--- src/rtl/alu_seq_pkg.sv ---
// Shared encodings and pass counts for the time-shared nibble ALU sequencer.
package alu_seq_pkg;

  localparam int unsigned NIB_W = 4;
  localparam int unsigned RES_W = 8;

  typedef enum logic [1:0] {
    OP_INC = 2'd0,
    OP_ADD = 2'd1,
    OP_MUL = 2'd2,
    OP_ACC = 2'd3
  } op_t;

  typedef enum logic [1:0] {
    IDLE = 2'd0,
    RUN  = 2'd1,
    DONE = 2'd2
  } state_t;

  localparam int unsigned PASSES_INC = 1;
  localparam int unsigned PASSES_ADD = 1;
  localparam int unsigned PASSES_ACC = 2;
  localparam int unsigned PASSES_MUL = 4;

  // Step value on which the final adder pass of an op happens.
  function automatic logic [1:0] last_step(input op_t o);
    case (o)
      OP_INC:  last_step = 2'(PASSES_INC - 1);
      OP_ADD:  last_step = 2'(PASSES_ADD - 1);
      OP_ACC:  last_step = 2'(PASSES_ACC - 1);
      default: last_step = 2'(PASSES_MUL - 1);
    endcase
  endfunction

endpackage

--- src/rtl/nibble_adder.sv ---
// 4-bit ripple-carry adder built from four full-adder bit cells.
module nibble_adder
  import alu_seq_pkg::*;
(
  input  logic [NIB_W-1:0] a,
  input  logic [NIB_W-1:0] b,
  input  logic             cin,
  output logic [NIB_W-1:0] sum,
  output logic             cout
);

  logic [NIB_W:0] carry;

  assign carry[0] = cin;

  for (genvar i = 0; i < NIB_W; i++) begin : g_fa
    assign sum[i]     = a[i] ^ b[i] ^ carry[i];
    assign carry[i+1] = (a[i] & b[i]) | (carry[i] & (a[i] ^ b[i]));
  end

  assign cout = carry[NIB_W];

endmodule

--- src/rtl/alu_sequencer.sv ---
// Start/busy/done controller sharing one nibble adder across INC, ADD, MUL and 8-bit ACC.
module alu_sequencer
  import alu_seq_pkg::*;
(
  input  logic             clock,
  input  logic             reset,
  input  logic             start,
  input  logic [1:0]       op,
  input  logic [NIB_W-1:0] a,
  input  logic [NIB_W-1:0] b,
  output logic             busy,
  output logic             done,
  output logic [RES_W-1:0] result,
  output logic             ovf
);

  state_t           state, state_nxt;
  op_t              op_q;
  logic [NIB_W-1:0] a_q, b_q;
  logic [1:0]       step;
  logic [RES_W-1:0] p;
  logic             c;
  logic [NIB_W-1:0] x, y, sum;
  logic             cin, cout;
  logic             last;

  nibble_adder u_adder (
    .a    (x),
    .b    (y),
    .cin  (cin),
    .sum  (sum),
    .cout (cout)
  );

  assign last = (step == last_step(op_q));
  assign busy = (state != IDLE);
  assign done = (state == DONE);

  always_comb begin
    x   = a_q;
    y   = '0;
    cin = 1'b0;
    case (op_q)
      OP_INC: y = NIB_W'(1);
      OP_ADD: y = b_q;
      OP_ACC: begin
        if (step == 2'd0) begin
          x = result[NIB_W-1:0];
          y = b_q;
        end else begin
          x   = result[RES_W-1:NIB_W];
          y   = a_q;
          cin = c;
        end
      end
      default: begin
        x = p[RES_W-1:NIB_W];
        y = p[0] ? a_q : '0;
      end
    endcase
  end

  always_comb begin
    state_nxt = state;
    case (state)
      IDLE:    if (start) state_nxt = RUN;
      RUN:     if (last)  state_nxt = DONE;
      DONE:    state_nxt = IDLE;
      default: state_nxt = IDLE;
    endcase
  end

  always_ff @(posedge clock or posedge reset) begin
    if (reset) state <= IDLE;
    else       state <= state_nxt;
  end

  // MUL keeps its partial product in p so result only moves on the final pass.
  always_ff @(posedge clock or posedge reset) begin
    if (reset) begin
      op_q   <= OP_INC;
      a_q    <= '0;
      b_q    <= '0;
      step   <= '0;
      p      <= '0;
      c      <= 1'b0;
      result <= '0;
      ovf    <= 1'b0;
    end else if (state == IDLE) begin
      if (start) begin
        op_q <= op_t'(op);
        a_q  <= a;
        b_q  <= b;
        step <= '0;
        p    <= {{NIB_W{1'b0}}, b};
      end
    end else if (state == RUN) begin
      step <= step + 2'd1;
      case (op_q)
        OP_INC, OP_ADD: begin
          result <= {3'b000, cout, sum};
          ovf    <= 1'b0;
        end
        OP_ACC: begin
          if (step == 2'd0) begin
            result[NIB_W-1:0] <= sum;
            c                 <= cout;
          end else begin
            result[RES_W-1:NIB_W] <= sum;
            ovf                   <= cout;
          end
        end
        default: begin
          p <= {cout, sum, p[NIB_W-1:1]};
          if (last) begin
            result <= {cout, sum, p[NIB_W-1:1]};
            ovf    <= 1'b0;
          end
        end
      endcase
    end
  end

endmodule

--- config.mk ---
export PLATFORM = sky130hd
export DESIGN_NAME = alu_sequencer
export DESIGN_NICKNAME = d
export VERILOG_FILES = /design/src/rtl/alu_seq_pkg.sv /design/src/rtl/nibble_adder.sv /design/src/rtl/alu_sequencer.sv
export SDC_FILE = /design/constraint.sdc
export NUM_CORES = 1
export LEC_CHECK = 0
export ABC_AREA = 1
export CAP_MARGIN = 25
export CORE_UTILIZATION = 55
export DETAILED_ROUTE_END_ITERATION = 8
export PLACE_DENSITY = 0.83
export SETUP_SLACK_MARGIN = 0.2
export SLEW_MARGIN = 40
export SYNTH_ARGS = -nofsm -noshare
export SYNTH_HDL_FRONTEND = slang
export SYNTH_SLANG_ARGS = --single-unit
--- constraint.sdc ---
create_clock -name clock -period 4.56 [get_ports clock]
set_input_delay 0.684 -clock clock [delete_from_list [all_inputs] [get_ports clock]]
set_output_delay 0.684 -clock clock [all_outputs]
set_load 0.02 [all_outputs]
# Word level (Yosys, flattened, before mapping)
# Index checks and enable logic that the tools add are counted.
# Widths: inputs -> output; s select.
# classes
add_sub_neg	1
mul	0
div	0
magnitude_cmp	0
eq_ne	10
n_shift	0
n_mux	25
bitwise_logic	21
reduce_logical	15
# op_table
cell	n
$mux 8	5
$mux 4	5
$pmux 8 s2	1
$pmux 4 s3	1
$reduce_and 4->1	3
$mux 2	5
$and 1x1->1	8
$ne 2x2->1 const B	4
$pmux 2 s2	2
$pmux 4 s2	1
$xor 1x1->1	8
$logic_not 2->1	3
$reduce_and 2->1	3
$eq 2x1->1 const B	2
$eq 2x2->1 const B	2
$mux 1	4
$or 1x1->1	4
$reduce_bool 2->1	2
$reduce_and 3->1	1
$reduce_bool 3->1	1
$reduce_or 3->1	1
$add 2x1->2 const B	1
$eq 2x2->1	1
$ne 2x1->1 const B	1
other kinds (3)	3
# word_totals
regBits	32
latch_bits	0
mem_bits_rw	0
mem_bits_ro	0
input_bits	13
output_inout_bits	11
wordCells	82
n_memories	0

# Depth between registers and ports, before layout
# Gate-level depths: netlist of run 1.
# logic_depth
ltp_word	15
ltp_mapped	15
mapped_depth_nobuf	15

# Cells and area by module
# Synthesis of run 1 repeated with hierarchy kept, for this count alone.
# hier_totals
cells_unflattened	233
area_unflattened_um2	1831.8
# by_module_without_submodules
module	n_inst	cells_per_inst	area_per_inst_um2	seq_area_each_um2
alu_sequencer	1	219	1714.1	800.8
nibble_adder	1	14	117.6	0.0

# Least setup slack after synthesis of run 1
# No wires, ideal clock.
# synth_timing
path_type	reg2reg
startpoint	reg step[0]
endpoint	reg result[7]
setup_time_ns	0.065
arrival_time_ns	3.130
required_time_ns	4.495
path_slack_ns	1.365
stages_incl_launch_ff	16
n_path_buf	0
period_less_slack_ns	3.195
cell_sequence	dfrtp_1 -> inv_1 -> ha_1 -> inv_1 -> nor2_1 -> o221ai_1 -> fa_1 -> fa_1 -> fa_1 -> inv_1 -> fa_1 -> inv_1 -> nand2_1 -> o21ai_0 -> nand4_1 -> nand2_1
# synth_between
elab_chain_cells	14
elab_cells_between_ends	31
cone_classes	eq/ne (2); mux (9); bitwise (17); reduce/logical (3)
# synth_rtl
element	line_no	rtl
start, declared	alu_sequencer.sv:20	logic [1:0] step;
start signal, assigned	alu_sequencer.sv:98	step <= step + 2'd1;
$logic_not 2->1	alu_sequencer.sv:47, alu_sequencer.sv:105	
$mux 4	alu_sequencer.sv:47	if (step == 2'd0) begin
$pmux 4 s3 or $pmux 4 s2 (tied branches)	alu_sequencer.sv:43	case (op_q)
$xor 1x1->1	nibble_adder.sv:18	assign carry[i+1] = (a[i] & b[i]) | (carry[i] & (a[i] ^ b[i]));
$and 1x1->1	nibble_adder.sv:18	
$or 1x1->1	nibble_adder.sv:18	
$and 1x1->1	nibble_adder.sv:18	
$or 1x1->1	nibble_adder.sv:18	
$and 1x1->1	nibble_adder.sv:18	
$or 1x1->1	nibble_adder.sv:18	
$and 1x1->1	nibble_adder.sv:18	
$or 1x1->1	nibble_adder.sv:18	
$mux 8	alu_sequencer.sv:115	if (last) begin
$pmux 8 s2	alu_sequencer.sv:99	case (op_q)
end signal, assigned	alu_sequencer.sv:101	result <= {3'b000, cout, sum};
end signal, assigned by index	alu_sequencer.sv:106	result[NIB_W-1:0] <= sum;
end signal, assigned	alu_sequencer.sv:116	result <= {cout, sum, p[NIB_W-1:1]};
end, declared	alu_sequencer.sv:13	output logic [RES_W-1:0] result,
# Several ways; a longest one is shown, not always the timed one. The select of a mux whose other input is x is not followed.
# A chain may end at the register's enable or synchronous reset.

# Worst setup path after layout of run 1
# layout_timing
startpoint	reg step[0]
endpoint	reg result[6]
# layout_between
elab_chain_cells	13
elab_cells_between_ends	29
cone_classes	eq/ne (2); mux (9); bitwise (15); reduce/logical (3)
# layout_rtl
element	line_no	rtl
$logic_not 2->1	alu_sequencer.sv:47, alu_sequencer.sv:105	
$mux 4	alu_sequencer.sv:47	
$pmux 4 s3 or $pmux 4 s2 (tied branches)	alu_sequencer.sv:43	
$xor 1x1->1	nibble_adder.sv:18	
$and 1x1->1	nibble_adder.sv:18	
$or 1x1->1	nibble_adder.sv:18	
$and 1x1->1	nibble_adder.sv:18	
$or 1x1->1	nibble_adder.sv:18	
$and 1x1->1	nibble_adder.sv:18	
$or 1x1->1	nibble_adder.sv:18	
$xor 1x1->1	nibble_adder.sv:17	assign sum[i] = a[i] ^ b[i] ^ carry[i];
$mux 8	alu_sequencer.sv:115	
$pmux 8 s2	alu_sequencer.sv:99	
# Several ways; a longest one is shown, not always the timed one. The select of a mux whose other input is x is not followed.

==> metrics.log, run 1 <==
[metrics] outcome: finished, final reports clean
[metrics] number of violations of the max-capacitance limit: 0
[metrics] Antenna diodes: 0
[metrics] Die H: 60.0 um
[metrics] Setup TNS Final: 0 ns
[metrics] dominant cell by count in the synthesized netlist: nand2_1
[metrics] layout cells sized above 1: under 10%
[metrics] pin count of the biggest net entering global routing: 33
[metrics] remaining design rule violation count: 0
[metrics] R2R Setup Slk: 1.06 ns
[metrics] Synth area leaders: dfrtp_1 (43%), nand2_1 (12%), inv_1 (5.3%), o21ai_0 (5.1%), fa_1 (4.3%)
[metrics] final critical delay including setup and external delays: approximately 3.5 ns
[metrics] clock-pin slew on the worst setup and hold paths: 0.09 ns
[metrics] number of buffers inserted by port buffering: 23
[metrics] Yosys cell types: 27
[metrics] Most Frequent Cell on Critical Path: fa_1
[metrics] post-synthesis async set-or-reset flop share: 100%
[metrics] routability congestion estimate from global placement: roughly 0.95
[metrics] number of buffer and inverter stages on the critical path: 3
[metrics] antenna violations before repair: 0
[metrics] hold endpoint: b_q[0]$_DFFE_PP0P_
[metrics] Skew-Pair Late Insertion Delay: ~0.32 ns
[metrics] sequential fraction of the synthesis area: 43.2%
[metrics] worst r2r dst: result[6]$_DFFE_PP0P_
[metrics] Worst Reg-to-Reg Cells: 13
[metrics] setup fix buffers added after clock tree synthesis: 0
[metrics] buffer levels on the longest clock path: 2
[metrics] fraction of synthesized cell area taken by the top area cell type: about 43%
[metrics] Max Fclk: between 200 and 300 MHz
[metrics] leading register cell type out of synthesis: dfrtp_1
[metrics] total of hold buffers inserted after clock tree synthesis: 0
[metrics] Chip Width: about 60 um
[metrics] Hold WC Path Type: reg -> reg
[metrics] post-detail-place hpwl: 2900 um
[metrics] Avg Cell Area, Syn: around 8.5 um^2
[metrics] CTS H-tree lvls: 2
[metrics] sequential standard cell area: approximately 800 um^2
[metrics] gr usage total: 26.0%
[metrics] first-pass GRT wire length: 6780 um
[metrics] area of the die: around 3600 um^2
[metrics] wire per inst: 13.6 um
[metrics] I/O Pins: 24
[metrics] total routed wirelength: just under 4000 um
[metrics] worst slew slack as a fraction of its limit: between 60 and 70%
[metrics] Final Skew: slightly above 0.003 ns
[metrics] routed via count divided by cell count: 5.46
[metrics] arrival time of data at the critical path endpoint: between 3 and 4 ns
[metrics] data required time of the critical path: 4.82 ns
[metrics] P&R area growth vs syn: 15.9%
[metrics] Max Slew Vio Count: 0
[metrics] final period utilization: around three quarters
[metrics] netlist area before placement: between 1500 and 2000 um^2
[metrics] critical path peak fanout: 7
[metrics] area inside the core boundary: 3130 um^2
[metrics] Critical Path Max Stage Delay: 0.45 ns
[metrics] number of buffers added by the clock tree synthesis step: 5
[metrics] list of most frequent post-synthesis cells: nand2_1 (57), dfrtp_1 (32), inv_1 (26)
[metrics] total setup violations reported at the end of the flow: 0
[metrics] number of hold violations in the final report: 0
[metrics] CP startpoint kind: register
[metrics] FILL cells: roughly 270
[metrics] kind of critical path: reg -> reg
[metrics] CTS tree: yes
[metrics] count of TritonRoute iterations in the first routing pass: 4
[metrics] flip-flop and latch count after synthesis: 32
[metrics] 1st-iter DRT viols: between 100 and 150
[metrics] final global-route overflow total: 0
[metrics] instance count of the mapped netlist: roughly 220
[metrics] synthesis warning total: 0
[metrics] R2R Path Start: step[0]$_DFFE_PP0P_
[metrics] final-stage net count: around 260
[metrics] multi-input logic area: between 800 and 900 um^2
[metrics] post-cts resize count: 0
[metrics] Antenna Nets Post-Route: 0
[metrics] overall via count from detail_route: approximately 1600
[metrics] effective utilization at floorplan: 59.2%
[metrics] RSZ-0062 raised after global routing: false
[metrics] number of global-route vias before repair: approximately 1500
[metrics] cell at the root of the clock tree: clkbuf_4
[metrics] slowest CP cell: fa_1
[metrics] EDFF count, synth: 0
[metrics] Slew @ Worst Pin: between 0.5 and 0.6 ns
[metrics] hold path depth: 2
[metrics] clock sink count: 32
[metrics] net count of the mapped netlist: 238
[metrics] worst path cell trace: inv_1 -> ha_1 -> inv_1 -> nor2_1 -> o221ai_1 -> fa_1 -> fa_1 -> fa_1 -> inv_1 -> fa_1 -> o21ai_0 -> nand4_1 -> nand2_1
[metrics] cell type with the highest aggregate area in the netlist: dfrtp_1
[metrics] hold path startpoint: b_q[0]$_DFFE_PP0P_
[metrics] Rows: 20
[metrics] cell type group with the largest total delay on the critical path: adder cells
[metrics] kind of end point of the critical path: register
==> kinds of logic (layout without fill, tap and decap cells) <==
family / Yosys count / count (layout) / synth area share [%]
compound gates: 45 / 45 / 14.3
xor+xnor: 1 / 1 / 0.473
simple gates: 97 / 97 / 24.3
buf+inv: 35 / 60 / 9.59
mux: 3 / 3 / 2.43
fa+ha+maj: 6 / 6 / 5.68
flops: 32 / 32 / 43.2
==> worst register-to-register path: cells and delay by family, from the launching register on <==
family                     cells  cell delay, ns
adders and majority gates      5            2.01
AOI/OAI and AO/OA              2            0.34
DFF                            1            0.40
buffers and inverters          3            0.35
and+or+nand+nor                3            0.34
==> routing by layer <==
metal | track usage (%) | wire length [um] | up-vias
met5 | 0 | 0 | -
met4 | 10.6 | 74 | 0
met3 | 5.63 | 270 | 11
met2 | 40.5 | 1830 | 51
met1 | 35.4 | 1750 | 736
li1 | - | - | 774
==> flip-flops by register name (all words and copies together), names as in the netlist, 2 cells and up <==
name    cells
a_q         4
b_q         4
op_q        2
p           8
result      8
state       2
step        2
==> through the flow <==
stage / instances / utilization [%] / hold WS [ns] / instance area [um^2] / worst slack, ns
3_3_place_gp: 280 / 66.4 / 0.454 / 2080 / 1.15
2_1_floorplan: 219 / - / 0.453 / 1850 / 1.36
5_1_grt: 288 / 68.6 / 0.525 / 2150 / 0.821
6_report: 288 / 68.6 / 0.508 / 2150 / 1.06
3_5_place_dp: 280 / 66.4 / 0.491 / 2080 / 1.09
4_1_cts: 287 / 68.5 / 0.513 / 2140 / 1.06
==> layout by cell type, fill, tap and decap left out <==
master / count
a21oi_1: 10
a22oi_1: 1
a31oi_1: 1
buf_2: 1
buf_4: 1
clkbuf_4: 5
clkbuf_8: 2
clkdlybuf4s50_1: 23
clkinv_4: 1
dfrtp_1: 32
fa_1: 4
ha_1: 2
inv_1: 26
inv_2: 1
mux2_4: 3
nand2_1: 57
nand2_2: 1
nand2_4: 4
nand3_1: 13
nand3_2: 1
nand4_1: 9
nor2_1: 11
nor2_4: 1
o211ai_1: 5
o21ai_0: 19
o21ai_1: 4
o21ai_4: 1
o221ai_1: 3
o22ai_1: 1
xnor2_1: 1
==> worst max path at each step <==
stage,startpoint,end,slack [ns],cells after the start
finish,step[0]$_DFFE_PP0P_,result[6]$_DFFE_PP0P_,1.06,13
global placement,step[1]$_DFFE_PP0P_,result[6]$_DFFE_PP0P_,1.15,13
floorplan,step[0]$_DFFE_PP0P_,result[7]$_DFFE_PP0P_,1.36,15
CTS,step[0]$_DFFE_PP0P_,result[7]$_DFFE_PP0P_,1.06,15
detailed placement,step[0]$_DFFE_PP0P_,result[7]$_DFFE_PP0P_,1.09,15
global route,step[0]$_DFFE_PP0P_,result[7]$_DFFE_PP0P_,0.82,15
==> cell type report <==
cell class / instances / area share (%)
clock buffer: 7 / 3.03
inverter: 28 / 5.13
multi-input combinational: 152 / 40.7
sequential: 32 / 37.3
timing repair buffer: 25 / 11.3
tap: 44 / 2.56
Power of run 1 is left out: the tool's default activity adds up to more than one toggle a clock period on the data nets, which glitch-free logic cannot reach.
==> inputs of run 2 (changes only) <==
==> constraint.sdc (replaced) <==
create_clock -name clock -period 3.6 [get_ports clock]
set_input_delay 0.54 -clock clock [delete_from_list [all_inputs] [get_ports clock]]
set_output_delay 0.54 -clock clock [all_outputs]
set_load 0.02 [all_outputs]
==> metrics.log, run 2 (synthesis results as in run 1) <==
[metrics] kind of end point of the critical path: register
[metrics] slowest CP cell: fa_1
[metrics] most used cells in the layout excluding fill and tap cells: nand2_1 (57), dfrtp_1 (31), inv_1 (23), clkdlybuf4s50_1 (23), o21ai_0 (19)
[metrics] largest registers: p (8), result (8)
[metrics] worst r2r dst: result[6]$_DFFE_PP0P_
[metrics] effective utilization at floorplan: 59.2%
[metrics] Worst Reg-to-Reg Cells: 13
[metrics] arrival time of data at the critical path endpoint: roughly 3.5 ns
[metrics] data required time of the critical path: 3.88 ns
[metrics] Critical Path Max Stage Delay: 0.46 ns
[metrics] number of hold violations in the final report: 0
[metrics] Hold WC Path Type: reg -> reg
[metrics] total routed wirelength: just over 4000 um
[metrics] final-stage net count: between 200 and 300
[metrics] area of all placed cells without fillers: approximately 2200 um^2
[metrics] commonest non-fill, non-tap cell in the layout: nand2_1
[metrics] cell type group with the largest total delay on the critical path: adder cells
[metrics] R2R Setup Slk: about 0.35 ns
[metrics] total of hold buffers inserted after clock tree synthesis: 0
[metrics] final global-route overflow total: 0
[metrics] kind of critical path: reg -> reg
[metrics] first-pass GRT wire length: approximately 6700 um
[metrics] worst path cell trace: inv_2 -> ha_2 -> inv_1 -> nor2_1 -> o221ai_1 -> fa_1 -> fa_1 -> fa_1 -> inv_1 -> fa_1 -> o21ai_0 -> nand4_1 -> nand2_1
[metrics] antenna violations before repair: 0
[metrics] Antenna Nets Post-Route: 0
[metrics] CTS H-tree lvls: 2
[metrics] Setup TNS Final: 0 ns
[metrics] CP startpoint kind: register
[metrics] crit path launch: step[0]$_DFFE_PP0P_
[metrics] P&R area growth vs syn: 17.0%
[metrics] buffer levels on the longest clock path: 2
[metrics] Placement Cell Area: between 2000 and 2500 um^2
[metrics] RSZ-0062 raised after global routing: true
[metrics] wire per inst: approximately 14 um
[metrics] Antenna diodes: 0
[metrics] routed via count divided by cell count: approximately 5.5
[metrics] number of buffers inserted by port buffering: 23
[metrics] clock-pin slew on the worst setup and hold paths: ~0.090 ns
[metrics] overall via count from detail_route: ~1600
[metrics] Final Skew: 0.00414 ns
[metrics] Rows: 20
[metrics] final period utilization: about nine tenths
[metrics] Chip Width: about 60 um
[metrics] Skew-Pair Late Insertion Delay: ~0.33 ns
[metrics] number of global-route vias before repair: roughly 1500
[metrics] number of buffers added by the clock tree synthesis step: 5
[metrics] area inside the core boundary: 3130 um^2
[metrics] cell at the root of the clock tree: clkbuf_4
[metrics] total setup violations reported at the end of the flow: 0
[metrics] number of buffer and inverter stages on the critical path: 3
[metrics] layout cells sized above 1: 11.7%
[metrics] I/O Pins: 24
[metrics] remaining design rule violation count: 0
[metrics] post-detail-place hpwl: about 3000 um
[metrics] pin count of the biggest net entering global routing: 33
[metrics] gr usage total: 25.9%
[metrics] R2R Path Start: step[0]$_DFFE_PP0P_
[metrics] Max Fclk: about 300 MHz
[metrics] Max Slew Vio Count: 0
[metrics] Most Frequent Cell on Critical Path: fa_1
[metrics] routability congestion estimate from global placement: a little over 0.9
[metrics] area of the die: ~3600 um^2
[metrics] Critical Path Stages: 13
[metrics] crit path capture: result[6]$_DFFE_PP0P_
[metrics] 1st-iter DRT viols: 98
[metrics] count of TritonRoute iterations in the first routing pass: 4
[metrics] Slew @ Worst Pin: about 0.80 ns
[metrics] number of violations of the max-capacitance limit: 0
[metrics] outcome: finished, final reports clean
[metrics] final critical delay including setup and external delays: around 3.3 ns
[metrics] Die H: 60.0 um
[metrics] clock sink count: 32
[metrics] CTS tree: yes
[metrics] worst slew slack as a fraction of its limit: between 40% and 50%
[metrics] critical path peak fanout: 5
-- run 2: changes by cell type in the layout (fill, tap and decap cells not counted), sizes merged --
cell	change
buf	+2
clkbuf	+1
-- run 2: worst min-delay path by stage --
stage / from / to / slack [ns] / cells after the start
4_1_cts: ovf$_DFFE_PP0P_ / ovf$_DFFE_PP0P_ / 0.49 / 2
3_5_place_dp: ovf$_DFFE_PP0P_ / ovf$_DFFE_PP0P_ / 0.47 / 2
5_1_grt: ovf$_DFFE_PP0P_ / ovf$_DFFE_PP0P_ / 0.53 / 2
6_report: ovf$_DFFE_PP0P_ / ovf$_DFFE_PP0P_ / 0.48 / 2
2_1_floorplan: c$_DFFE_PP0P_ / c$_DFFE_PP0P_ / 0.45 / 2
3_3_place_gp: ovf$_DFFE_PP0P_ / ovf$_DFFE_PP0P_ / 0.45 / 2
-- run 2: area by class of cell --
type / instances / area (um^2)
Clock buffer: 8 / 58.8
Fill cell: 250 / 962
Inverter: 28 / 110
Multi-Input combinational cell: 152 / 880
Sequential cell: 32 / 802
Tap cell: 44 / 55.1
Timing Repair Buffer: 27 / 260
-- run 2: metal layers --
| metal | global-route usage, % | wire length, um | share of wire, % | vias up |
|---|---|---|---|---|
| li1 | - | - | - | 780 |
| met1 | 33.3 | 1750 | 43 | 755 |
| met3 | 7.14 | 303 | 7.5 | 8 |
| met2 | 41.1 | 1930 | 48 | 59 |
| met4 | 11.0 | 51 | 1.3 | 0 |
| met5 | 0 | 0 | 0 | - |
-- run 2: timing repair --
| action | 4_1_cts | 5_1_grt |
|---|---|---|
| endpoints found under the setup margin | 0 | 5 |
| buffers inserted | 0 | 1 |
| gates resized for setup | 0 | 6 |
-- run 2: tightest hold or removal path: stages, from the launching register on --
cell     delay (ns)
dfrtp_1        0.35
nand2_1        0.05
nand2_1        0.05
-- run 2: stage by stage --
stage / cells / worst slack (ns) / hold slack (ns) / util, %
2_1_floorplan: 219 / 0.405 / 0.453 / -
3_3_place_gp: 282 / 0.262 / 0.455 / 66.9
3_5_place_dp: 282 / 0.236 / 0.469 / 66.9
4_1_cts: 290 / 0.227 / 0.492 / 68.8
5_1_grt: 291 / 0.153 / 0.527 / 69.2
6_report: 291 / 0.350 / 0.482 / 69.2
Power of run 2 is left out for the same reason.
